===== config.mk =====
export PLATFORM = sky130hd
export DESIGN_NAME = ram_arbiter_2p
export DESIGN_NICKNAME = d
export VERILOG_FILES = /design/src/rtl/ram_arbiter_2p.sv
export SDC_FILE = /design/constraint.sdc
export NUM_CORES = 1
export LEC_CHECK = 0
export ABC_AREA = 1
export CAP_MARGIN = 15
export CORE_UTILIZATION = 30
export CTS_BUF_LIST = sky130_fd_sc_hd__clkbuf_16
export DETAILED_ROUTE_END_ITERATION = 10
export PLACE_DENSITY_LB_ADDON = 0.05
export SETUP_SLACK_MARGIN = 0.4
export SLEW_MARGIN = 20
export SYNTH_ARGS = -nofsm -noshare
export SYNTH_HDL_FRONTEND = slang
export SYNTH_SLANG_ARGS = --single-unit

===== constraint.sdc =====
create_clock -name clock -period 1.1 [get_ports clock]
set_input_delay 0.33 -clock clock [delete_from_list [all_inputs] [get_ports clock]]
set_output_delay 0.33 -clock clock [all_outputs]
set_load 0.1 [all_outputs]

===== src/rtl/ram_arbiter_2p.sv =====
// ram_arbiter_2p: shares one single-port synchronous 32x8 RAM between two requesters, A and B.
// Each transaction is three cycles long: grant (command on the RAM pins), issue (RAM samples the
// command), wait (registered RAM read data returned with done).
//
// Ports:
//   clock, reset              rising-edge clock, synchronous active-high reset
//   a_req/a_we/a_addr/a_wdata requester A command (held until a_gnt)
//   a_gnt, a_done, a_rdata    A accepted / completed pulses, last read data for A
//   b_*                       same set for requester B
//   ram_write_enable, ram_address, ram_data_in   command to the RAM (this block is sole driver)
//   ram_data_out              RAM read data, one-cycle registered latency
//
// Build option: define ARB_FIXED_PRIORITY_EN to make A win every tie (B may starve while A keeps
// requesting). Without it ties are broken round-robin.
module ram_arbiter_2p #(
    parameter int unsigned ADDR_WIDTH = 5,
    parameter int unsigned DATA_WIDTH = 8
) (
    input  logic                  clock,
    input  logic                  reset,
    input  logic                  a_req,
    input  logic                  a_we,
    input  logic [ADDR_WIDTH-1:0] a_addr,
    input  logic [DATA_WIDTH-1:0] a_wdata,
    output logic                  a_gnt,
    output logic                  a_done,
    output logic [DATA_WIDTH-1:0] a_rdata,
    input  logic                  b_req,
    input  logic                  b_we,
    input  logic [ADDR_WIDTH-1:0] b_addr,
    input  logic [DATA_WIDTH-1:0] b_wdata,
    output logic                  b_gnt,
    output logic                  b_done,
    output logic [DATA_WIDTH-1:0] b_rdata,
    output logic                  ram_write_enable,
    output logic [ADDR_WIDTH-1:0] ram_address,
    output logic [DATA_WIDTH-1:0] ram_data_in,
    input  logic [DATA_WIDTH-1:0] ram_data_out
);

    typedef enum logic [1:0] {StIdle, StIssue, StWait} state_e;

    state_e state_q, state_d;

    logic owner_b_q, owner_b_d;  // 1: current transaction belongs to B
    logic op_we_q, op_we_d;

    logic                  a_gnt_d, b_gnt_d, a_done_d, b_done_d;
    logic [DATA_WIDTH-1:0] a_rdata_d, b_rdata_d;
    logic                  ram_write_enable_d;
    logic [ADDR_WIDTH-1:0] ram_address_d;
    logic [DATA_WIDTH-1:0] ram_data_in_d;

    logic                  any_req, pick_b, tie_pick_b;
    logic                  cmd_we;
    logic [ADDR_WIDTH-1:0] cmd_addr;
    logic [DATA_WIDTH-1:0] cmd_wdata;

`ifdef ARB_FIXED_PRIORITY_EN
    assign tie_pick_b = 1'b0;
`else
    // Remembers the last winner; the other requester takes the next tie.
    logic last_b_q, last_b_d;

    assign tie_pick_b = ~last_b_q;

    always_comb begin
        last_b_d = last_b_q;
        if (state_q == StIdle && any_req) begin
            last_b_d = pick_b;
        end
    end

    always_ff @(posedge clock) begin
        if (reset) begin
            last_b_q <= 1'b1;
        end else begin
            last_b_q <= last_b_d;
        end
    end
`endif

    // Arbitration and command selection.
    always_comb begin
        any_req   = a_req | b_req;
        pick_b    = (a_req & b_req) ? tie_pick_b : b_req;
        cmd_we    = pick_b ? b_we : a_we;
        cmd_addr  = pick_b ? b_addr : a_addr;
        cmd_wdata = pick_b ? b_wdata : a_wdata;
    end

    // Next-state logic.
    always_comb begin
        state_d = state_q;
        unique case (state_q)
            StIdle:  if (any_req) state_d = StIssue;
            StIssue: state_d = StWait;
            StWait:  state_d = StIdle;
            default: state_d = StIdle;
        endcase
    end

    // Next values of the registered outputs.
    always_comb begin
        a_gnt_d            = 1'b0;
        b_gnt_d            = 1'b0;
        a_done_d           = 1'b0;
        b_done_d           = 1'b0;
        a_rdata_d          = a_rdata;
        b_rdata_d          = b_rdata;
        ram_write_enable_d = 1'b0;
        ram_address_d      = ram_address;
        ram_data_in_d      = ram_data_in;
        owner_b_d          = owner_b_q;
        op_we_d            = op_we_q;
        unique case (state_q)
            StIdle: begin
                if (any_req) begin
                    a_gnt_d            = ~pick_b;
                    b_gnt_d            = pick_b;
                    owner_b_d          = pick_b;
                    op_we_d            = cmd_we;
                    ram_write_enable_d = cmd_we;
                    ram_address_d      = cmd_addr;
                    ram_data_in_d      = cmd_wdata;
                end
            end
            StIssue: begin
                // Address and data hold so the RAM sees a stable command at this edge.
            end
            StWait: begin
                a_done_d = ~owner_b_q;
                b_done_d = owner_b_q;
                if (!op_we_q) begin
                    if (owner_b_q) begin
                        b_rdata_d = ram_data_out;
                    end else begin
                        a_rdata_d = ram_data_out;
                    end
                end
            end
            default: begin
            end
        endcase
    end

    always_ff @(posedge clock) begin
        if (reset) begin
            state_q          <= StIdle;
            owner_b_q        <= 1'b0;
            op_we_q          <= 1'b0;
            a_gnt            <= 1'b0;
            b_gnt            <= 1'b0;
            a_done           <= 1'b0;
            b_done           <= 1'b0;
            a_rdata          <= '0;
            b_rdata          <= '0;
            ram_write_enable <= 1'b0;
            ram_address      <= '0;
            ram_data_in      <= '0;
        end else begin
            state_q          <= state_d;
            owner_b_q        <= owner_b_d;
            op_we_q          <= op_we_d;
            a_gnt            <= a_gnt_d;
            b_gnt            <= b_gnt_d;
            a_done           <= a_done_d;
            b_done           <= b_done_d;
            a_rdata          <= a_rdata_d;
            b_rdata          <= b_rdata_d;
            ram_write_enable <= ram_write_enable_d;
            ram_address      <= ram_address_d;
            ram_data_in      <= ram_data_in_d;
        end
    end

endmodule


# Yosys cells after proc, flatten, opt, wreduce, memory -nomap -nowiden
# Index checks and enable logic that the tools add are counted.
[classes] reduce_logical=7 n_mux=6 n_eq_ne=3 bitwise=9
[ops] operator="$mux W8" count=1
[ops] operator="$not A1 Y1" count=7
[ops] operator="$reduce_and A3 Y1" count=2
[ops] operator="$mux W5" count=1
[ops] operator="$pmux W2 S2" count=1
[ops] operator="$reduce_or A3 Y1" count=1
[ops] operator="$eq A2 B1 Y1 const B" count=1
[ops] operator="$eq A2 B2 Y1 const B" count=1
[ops] operator="$logic_not A2 Y1" count=1
[ops] operator="$mux W1" count=2
[ops] operator="$mux W2" count=1
[ops] operator="$ne A2 B2 Y1 const B" count=1
[ops] operator="$reduce_and A2 Y1" count=1
[ops] operator="$reduce_or A2 Y1" count=1
[ops] operator="$and A1 B1 Y1" count=1
[ops] operator="$logic_and A1 B1 Y1" count=1
[ops] operator="$or A1 B1 Y1" count=1
[totals] out_inout_bits=34 reg_bits=39 word_cells=38

# Depth between registers and ports, before layout
# Gate-level depths: netlist of run 1.
[depth] word_depth=3 depth_mapped=8 mapped_depth_nobuf=6

# Worst setup path before layout of run 1
# Ideal clock, no wire load.
[synth_timing] kind="register to register" start="register ram_address[4] (netlist name)" end="register ram_address[4]" setup_ps=64 setup_slack_ps=-185 n_path_buf=0 arrival_ps=1221 path_stages_with_launch=5 required_time_ps=1036 path_cell_list="dfxtp_1 > inv_1 > nand2_1 > nand2_1 > nor2_1"
[synth_lines] item="end signal: assignment" line_no="172" source="ram_address <= ram_address_d;"
[synth_lines] item="end: declaration" line_no="36" source="output logic [ADDR_WIDTH-1:0] ram_address,"

# Worst setup path after layout of run 1
[layout_timing] start="register ram_data_in[4]" end="output port ram_data_in[4]"
[layout_lines] item="start: declaration" line_no="37" source="output logic [DATA_WIDTH-1:0] ram_data_in,"
[layout_lines] item="start signal: assignment" line_no="173" source="ram_data_in <= ram_data_in_d;"
# No word-level cell between the ends.

==> out/metrics.cfg, run 1 <==
[outcome]
status=finished, violations left
violations=setup timing

[hold_path]
hold_class=input pin to flop
hold_path_depth=3
holdPathEnd=owner_b_q
min_from=reset

[worst_setup_path]
r2r-start=state_q[1]
crit_chain=buf_12
critPathKind=flop to output pin
cp-start-kind=flop
cp_num_cells=1
worst_r2r_path_depth=7
cpLargestDelayFamily=flip-flops
critPathMaxFanout=2
required_ns=0.77
rrSetupSlack_ns=-0.01
critPathBufInv=1
reg2reg_to=ram_data_in[3]
critPathMaxStageDelay_ns=0.37
cp-end-kind=output pin
slowest_stage=dfxtp_4
cp_data_arrival_time_ns=0.81

[floorplanning]
dieArea_mm2=0.00634
die_y_um=79.6
dieWidth_um=79.6
start_util_pct=32.0
core_area_mm2=0.00564
boundaryPins=74
row_count=27

[global_routing]
globalRoute.totalOverflow=0
grt_max_degree=21
grt_use_total_pct=17.8
grt_pass1_wl_mm=8.69
grt_pass1_vias=1886
antenna_found_initial=0

[clocking]
holdBufCountCts=0
clk_path_buf_depth=2
htree_levels=2
insertion_delay_ns=0.27
cts.sinks=39
cts_made_buffers=5
clk_pin_slew_ns=0.06
root_buffer=clkbuf_16
cts_tree=built

[final_layout]
syn_to_final_growth_pct=113
nNetsFinal=405
num_antenna_cells=0
multi_input_area_mm2=0.00113
seq_area_um2=918
final_cells=438
drive_gt1_share_pct=50.5
fill_cells=451

[timing]
setup_tns_ns=-0.936
setup_slack_ns=-0.0439
skew_ns=0.00193
whs_ns=0.407
worst_slew_pin_slew_ns=0.272
max_slew_margin_pct=81.7
drv_slew=0
rsz0062_at_grt=true
hold_violations=0
setup_viol=39
finalCritPeriodShare_pct=104
min_period_ns=1.14
fmax_ghz=0.874

[placement]
gp_congestion=0.727
io_buffers=73
dp_cells=411
dp_hpwl_mm=3.19

[drt]
drt_pass1_iterations=4
vias_per_cell=4.43
drc=0
route.vias.total=1939
routedWlPerCell_um=12.2
drtIter0Drc=42
finalWirelength_mm=5.34
ant_nets=0

[logic_synthesis]
syn_nets=308
synth_edf_count=0
yosys_warnings=0
synth.most_common_cell=nand2_1
synth_flop_cell=dfxtp_1
synthXorXnorAreaFrac_pct=0
yosysSeqAreaShare_pct=43.2
synth_top_cells_by_area=dfxtp_1 (43%), nand2_1 (16%), nor2_1 (12%)
syn_area_per_cell_um2=6.75
synth_compound_area_share_pct=7.89
netlist_instances=268
netlist_area_mm2=0.00181
synth-simple-area-share_pct=37.9
synthMuxAreaShare_pct=0
synth_top_family_by_area=simple AND/OR/NAND/NOR gates
async_flop_share_pct=0
ys_types=17
synth_top_cell_by_area=dfxtp_1
ys_ff_latch=39
synthAdderAreaFrac_pct=0
synth_top_area_share_pct=43.2
synthTopCellsByCount=nand2_1 (75), nor2_1 (56), dfxtp_1 (39)

[power_and_ir_drop]
pwr_density_cell_mw_per_mm2=1280
p_leak_nw=1.67
peakVddDrop_mv=0.659

[job]
cap_violations=0

registers in the layout (all words and copies together), names as in the netlist, 2 cells and up:
| name | cells |
|---|---|
| ram_data_in | 8 |
| b_rdata | 8 |
| a_rdata | 8 |
| ram_address | 5 |
| state_q | 2 |
routing by layer:
| layer | track usage (%) | wire length, um | vias up |
|---|---|---|---|
| met5 | 0 | 0 | - |
| met4 | 4.73 | 42 | 0 |
| met3 | 5.83 | 381 | 7 |
| met2 | 31.5 | 2780 | 55 |
| met1 | 20.3 | 2140 | 863 |
| li1 | - | - | 1014 |
repair_timing:
item                       4_1_cts  5_1_grt
gates resized for setup         71       30
pin swaps                       11       12
cloned                           4        1
setup endpoints to repair       73       72
setup buffers                    7        7
cells by family (layout without fill, tap and decap cells):
kind of cell    count (synthesis)  count (layout)
simple gates                  164             166
buf+inv                        43             139
flops                          39              39
compound gates                 22              22
report_power, final:
part | internal [mW] | total, mW | switching, mW | leakage, nW
logic | 0.827 | 1.99 | 1.16 | 1.25
clock network | 0.818 | 1.35 | 0.530 | 0.0762
registers | 1.50 | 1.61 | 0.114 | 0.345
layout by cell type (no fill, tap or decap), types with 9 or more instances in the layout:
cell and n:
a21boi_0 9, buf_12 42, buf_4 13, clkdlybuf4s50_1 36, dfxtp_4 36, inv_1 26
nand2_1 42, nand2_2 24, nand2_4 13, nand3_1 15, nand3_2 9, nor2_1 43
nor2_2 12
cell type report:
| cell class | instances | area share (%) |
|---|---|---|
| clock buffers | 5 | 3.25 |
| clock inverters | 3 | 0.325 |
| inverters | 30 | 3.48 |
| multi-input cells | 188 | 29.4 |
| flip-flops and latches | 39 | 23.9 |
| well taps | 72 | 2.34 |
| repair buffers | 100 | 36.9 |
| repair inverters | 1 | 0.422 |
how the worst max path moves through the flow:
stage / from / endpoint / slack (ns)
after floorplan: state_q[0] / ram_data_in[5] / 0.13
final: ram_data_in[4] / ram_data_in[4] / -0.04
after global routing: state_q[0] / ram_address[3] / -0.07
after CTS: ram_data_in[4] / ram_data_in[4] / -0.05
after global placement: b_req / ram_write_enable / -0.52
after detailed placement: b_req / ram_write_enable / -0.50
through the flow:
stage               cell area (um^2)  total power, mW  utilization (%)  worst slack [ns]
floorplan                       2000             2.65                -             0.130
global placement                3160             3.30             56.1            -0.521
detailed placement              3160             3.31             56.1            -0.496
CTS                             3660             4.88             64.9           -0.0540
global route                    3850             5.20             68.2           -0.0696
finish                          3850             4.95             68.2           -0.0439
Note: power is estimated with default switching activity, not from simulation.
==> run 2: changes to the inputs <==
CELL_PAD_IN_SITES_DETAIL_PLACEMENT = 0   (was not set)
CELL_PAD_IN_SITES_GLOBAL_PLACEMENT = 1   (was not set)
CORE_UTILIZATION = 26   (was 30)
==> run 2 against run 1 <==
The flow still finishes with violations (setup timing); final cell count is 0.68% higher; via count is 1.1% lower; largest cell class unchanged; count of clock-buffer cells in the layout stayed put; largest power group unchanged; sequential cell count stayed put.
==> out/metrics.cfg, run 2 (synthesis gave the netlist of run 1 again) <==
[final_layout]
multi_input_area_mm2=0.00114
drive_gt1_share_pct=49.3
reg_top3=a_rdata x8, b_rdata x8, ram_data_in x8
num_antenna_cells=0
syn_to_final_growth_pct=113
final_cell_mix=nor2_1 (45), buf_12 (42), nand2_1 (39), dfxtp_4 (37), clkdlybuf4s50_1 (36)
nNetsFinal=400
fill_cells=629
final_common_cell=nor2_1
seq_area_um2=922

[global_routing]
globalRoute.totalOverflow=0
antenna_found_initial=0
grt_use_total_pct=15.8
grt_pass1_wl_mm=8.95
grt_max_degree=20
grt_pass1_vias=1863

[timing]
worst_slew_pin_slew_ns=0.223
rsz0062_at_grt=true
setup_tns_ns=-0.983
setup_viol=34
setup_slack_ns=-0.0406
min_period_ns=1.14
skew_ns=0.00227
max_slew_margin_pct=85.0
fmax_ghz=0.877
hold_violations=0
finalCritPeriodShare_pct=104
drv_slew=0

[clocking]
clk_pin_slew_ns=0.06
cts_tree=built
htree_levels=2
root_buffer=clkbuf_16
cts_made_buffers=5
insertion_delay_ns=0.28
clk_path_buf_depth=2
cts.sinks=39
holdBufCountCts=0

[drt]
route.vias.total=1918
vias_per_cell=4.35
drtIter0Drc=19
drc=0
ant_nets=0
finalWirelength_mm=5.29
routedWlPerCell_um=12.0
drt_pass1_iterations=3

[job]
cap_violations=0

[hold_path]
hold_class=input pin to flop
hold_path_depth=3

[power_and_ir_drop]
power_mw=4.98
p_leak_nw=1.63
pwr_density_cell_mw_per_mm2=1300
peakVddDrop_mv=0.846

[outcome]
status=finished, violations left
violations=setup timing

[worst_setup_path]
cpLargestDelayFamily=flip-flops
cp-end-kind=output pin
critPathMaxStageDelay_ns=0.36
critPathBufInv=1
critPathKind=flop to output pin
critPathMaxFanout=2
worst_r2r_path_depth=7
cp-start-kind=flop
cp_data_arrival_time_ns=0.81
cp_num_cells=1
slowest_stage=dfxtp_4
crit_chain=buf_12
required_ns=0.77

[floorplanning]
boundaryPins=74
die_y_um=85.4
core_area_mm2=0.00676
row_count=30
dieWidth_um=85.4
dieArea_mm2=0.00729
start_util_pct=26.8

[placement]
io_buffers=73
dp_hpwl_mm=3.47
gp_congestion=0.680

run 2: routing by layer:
layer | part of all wire, % | global-route usage, % | vias up
met1 | 40 | 18.3 | 853
met5 | 0 | 0 | -
met3 | 5.9 | 4.57 | 5
met4 | 1.0 | 4.09 | 0
li1 | - | - | 1012
met2 | 53 | 28.6 | 48
run 2: stage by stage:
step | util (%) | hold slack, ns | cell area [um^2] | worst slack, ns | instances
3_5_place_dp | 47.6 | 0.444 | 3210 | -0.512 | 421
6_report | 56.9 | 0.383 | 3850 | -0.0406 | 441
2_1_floorplan | - | 0.392 | 2000 | 0.130 | 268
3_3_place_gp | 47.6 | 0.440 | 3210 | -0.475 | 421
4_1_cts | 54.6 | 0.382 | 3690 | -0.0511 | 438
5_1_grt | 56.9 | 0.389 | 3850 | -0.0591 | 441
run 2: path summary, 6_finish.rpt:
check / start / end / slack [ns]
worst max-delay path: a_rdata[7] / a_rdata[7] / -0.04
worst max register to register: state_q[0] / ram_data_in[1] / 0.03
worst min register to register: last_b_q / last_b_q / 0.50
worst min-delay path: reset / owner_b_q / 0.38
run 2: cell type report:
type	count	share of cell area, %
timing repair buffer	95	36.5
clock buffer	5	3.25
tap	80	2.60
inverter	30	3.55
sequential	39	24.0
timing repair inverter	1	0.163
clock inverter	3	0.325
multi-input combinational	188	29.6
run 2: power by group:
group | switching [mW] | internal [mW] | leakage [nW]
sequential | 0.111 | 1.50 | 0.346
combinational | 1.17 | 0.836 | 1.21
clock | 0.552 | 0.819 | 0.0762
total | 1.83 | 3.15 | 1.63
run 2: worst reg2reg max path, cell delays in order, from the launching register on:
cell	delay, ns
dfxtp_4	0.36
buf_6	0.12
nor2_4	0.12
buf_12	0.14
nand2_8	0.08
nand2_1	0.07
nand2_1	0.04
nor2_1	0.08
run 2: what timing repair did:
action	4_1_cts	5_1_grt
cloned	5	1
pin swaps	13	19
setup buffers	4	2
gates resized for setup	71	33
setup endpoints to repair	73	72
==> run 3: changes to the inputs <==
CORE_MARGIN = 2   (was not set)
SKIP_LAST_GASP = 1   (was not set)
==> run 3 against run 2 <==
The run still ends with setup timing left; sequential share of layout area rose by 0.75 points; sequential cell count unchanged; design area shrank 3.3%; register-to-register slack got worse by 0.05 ns; first-iteration DRC count rose by 58%; maximum frequency fell by 0.27%; clock skew is 0.00083 ns higher; non-clock buffer count up 4; die area is 4.7% higher; utilization fell by 1.9 points; critical path type unchanged; critical endpoint is now a_rdata[1].
==> out/metrics.cfg, run 3 (synthesis gave the netlist of run 1 again) <==
[clocking]
insertion_delay_ns=0.28
root_buffer=clkbuf_16
holdBufCountCts=0
cts_made_buffers=5
clk_path_buf_depth=2
cts.sinks=39
clk_pin_slew_ns=0.06
cts_tree=built
htree_levels=2

[final_layout]
nNetsFinal=404
num_antenna_cells=0
final_cells=445
fin_area_mm2=0.00372
syn_to_final_growth_pct=106
reg_top3=a_rdata x8, b_rdata x8, ram_data_in x8
drive_gt1_share_pct=43.8
final_cell_mix=nand2_1 (55), nor2_1 (48), buf_12 (41), dfxtp_4 (36), clkdlybuf4s50_1 (36)
final_util_pct=55.1
final_common_cell=nand2_1

[placement]
io_buffers=73
dp_hpwl_mm=3.61
pre_cts_ws_ns=-0.601
gp_congestion=0.749
placed_area_mm2=0.00323
dp_cells=425

[worst_setup_path]
critPathMaxStageDelay_ns=0.36
reg2reg_to=owner_b_q
critPathMaxFanout=2
cp_num_cells=1
worstSetupEndpoint=a_rdata[1]
cp-start-kind=flop
required_ns=0.77
r2r-start=state_q[0]
rrSetupSlack_ns=-0.02
cp_data_arrival_time_ns=0.81
cp-end-kind=output pin
slowest_stage=dfxtp_4
critPathKind=flop to output pin
crit_chain=buf_12
worst_r2r_path_depth=7
critPathBufInv=1
startpoint=a_rdata[1]
cpLargestDelayFamily=flip-flops

[outcome]
status=finished, violations left
violations=setup timing

[floorplanning]
core_area_mm2=0.00676
die_y_um=87.4
start_util_pct=26.8
boundaryPins=74
row_count=30
dieWidth_um=87.4
dieArea_mm2=0.00764

[drt]
routedWlPerCell_um=11.6
drtIter0Drc=30
drt_pass1_iterations=4
ant_nets=0
finalWirelength_mm=5.16
vias_per_cell=4.20
route.vias.total=1867
drc=0

[timing]
max_slew_margin_pct=85.7
setup_viol=47
drv_slew=0
whs_ns=0.470
hold_violations=0
fmax_ghz=0.874
worst_slew_pin_slew_ns=0.212
min_period_ns=1.14
setup_slack_ns=-0.0437
finalCritPeriodShare_pct=104
rsz0062_at_grt=true
setup_tns_ns=-1.17
skew_ns=0.00310

[power_and_ir_drop]
pwr_density_cell_mw_per_mm2=1330
p_leak_nw=1.61
peakVddDrop_mv=0.851
power_mw=4.95

[hold_path]
hold_path_depth=1
hold_class=flop to flop

[global_routing]
grt_pass1_wl_mm=8.27
globalRoute.totalOverflow=0
antenna_found_initial=0
grt_max_degree=19
grt_use_total_pct=14.0
grt_pass1_vias=1749

[job]
cap_violations=0

[run 3: cell types whose count changed in the layout (fill, tap and decap cells not counted), moves of 2 or more]
cell / change
nand2_1: +16
nand2_2: -14
buf_4: +4
a21boi_0: +3
buf_6: +3
nand3_2: +3
nand3_4: -3
nor2_1: +3
a21boi_1: -2
nand2_8: -2
nor2_2: -2
[run 3: final cells by class]
class | instances | area (um^2)
Timing Repair Buffer | 99 | 1400
Tap cell | 80 | 100
Multi-Input combinational cell | 188 | 1030
Clock buffer | 5 | 125
Clock inverter | 3 | 16.3
Fill cell | 626 | 3040
Inverter | 30 | 124
Timing Repair inverter | 1 | 6.26
Sequential cell | 39 | 920
[run 3: worst register-to-register path, delay by kind of cell, from the launching register on]
family / cells / cell delay (ns)
compound gates: 1 / 0.11
buf+inv: 3 / 0.32
flops: 1 / 0.33
simple gates: 3 / 0.30
[run 3: how the worst min path moves through the flow]
stage / from / endpoint / slack (ns)
2_1_floorplan: reset / owner_b_q / 0.39
3_3_place_gp: state_q[1] / state_q[1] / 0.44
3_5_place_dp: state_q[1] / state_q[1] / 0.45
4_1_cts: state_q[1] / state_q[1] / 0.48
5_1_grt: state_q[1] / state_q[1] / 0.48
6_report: state_q[1] / state_q[1] / 0.47
[run 3: power by group]
group / internal (mW) / leakage, nW / switching (mW)
Combinational: 0.829 / 1.19 / 1.12
Sequential: 1.50 / 0.346 / 0.110
Clock: 0.827 / 0.0710 / 0.567
[run 3: per-layer routing]
layer / GRT usage, % / wire length, um
met5: 0 / 0
met4: 2.94 / 43
met3: 4.93 / 276
met2: 24.2 / 2730
met1: 16.7 / 2110
[run 3: repair_timing]
item                       4_1_cts  5_1_grt
setup endpoints to repair       73       73
gates resized for setup         37       29
setup buffers                    4        4
cloned                           4        0
pin swaps                       15       25
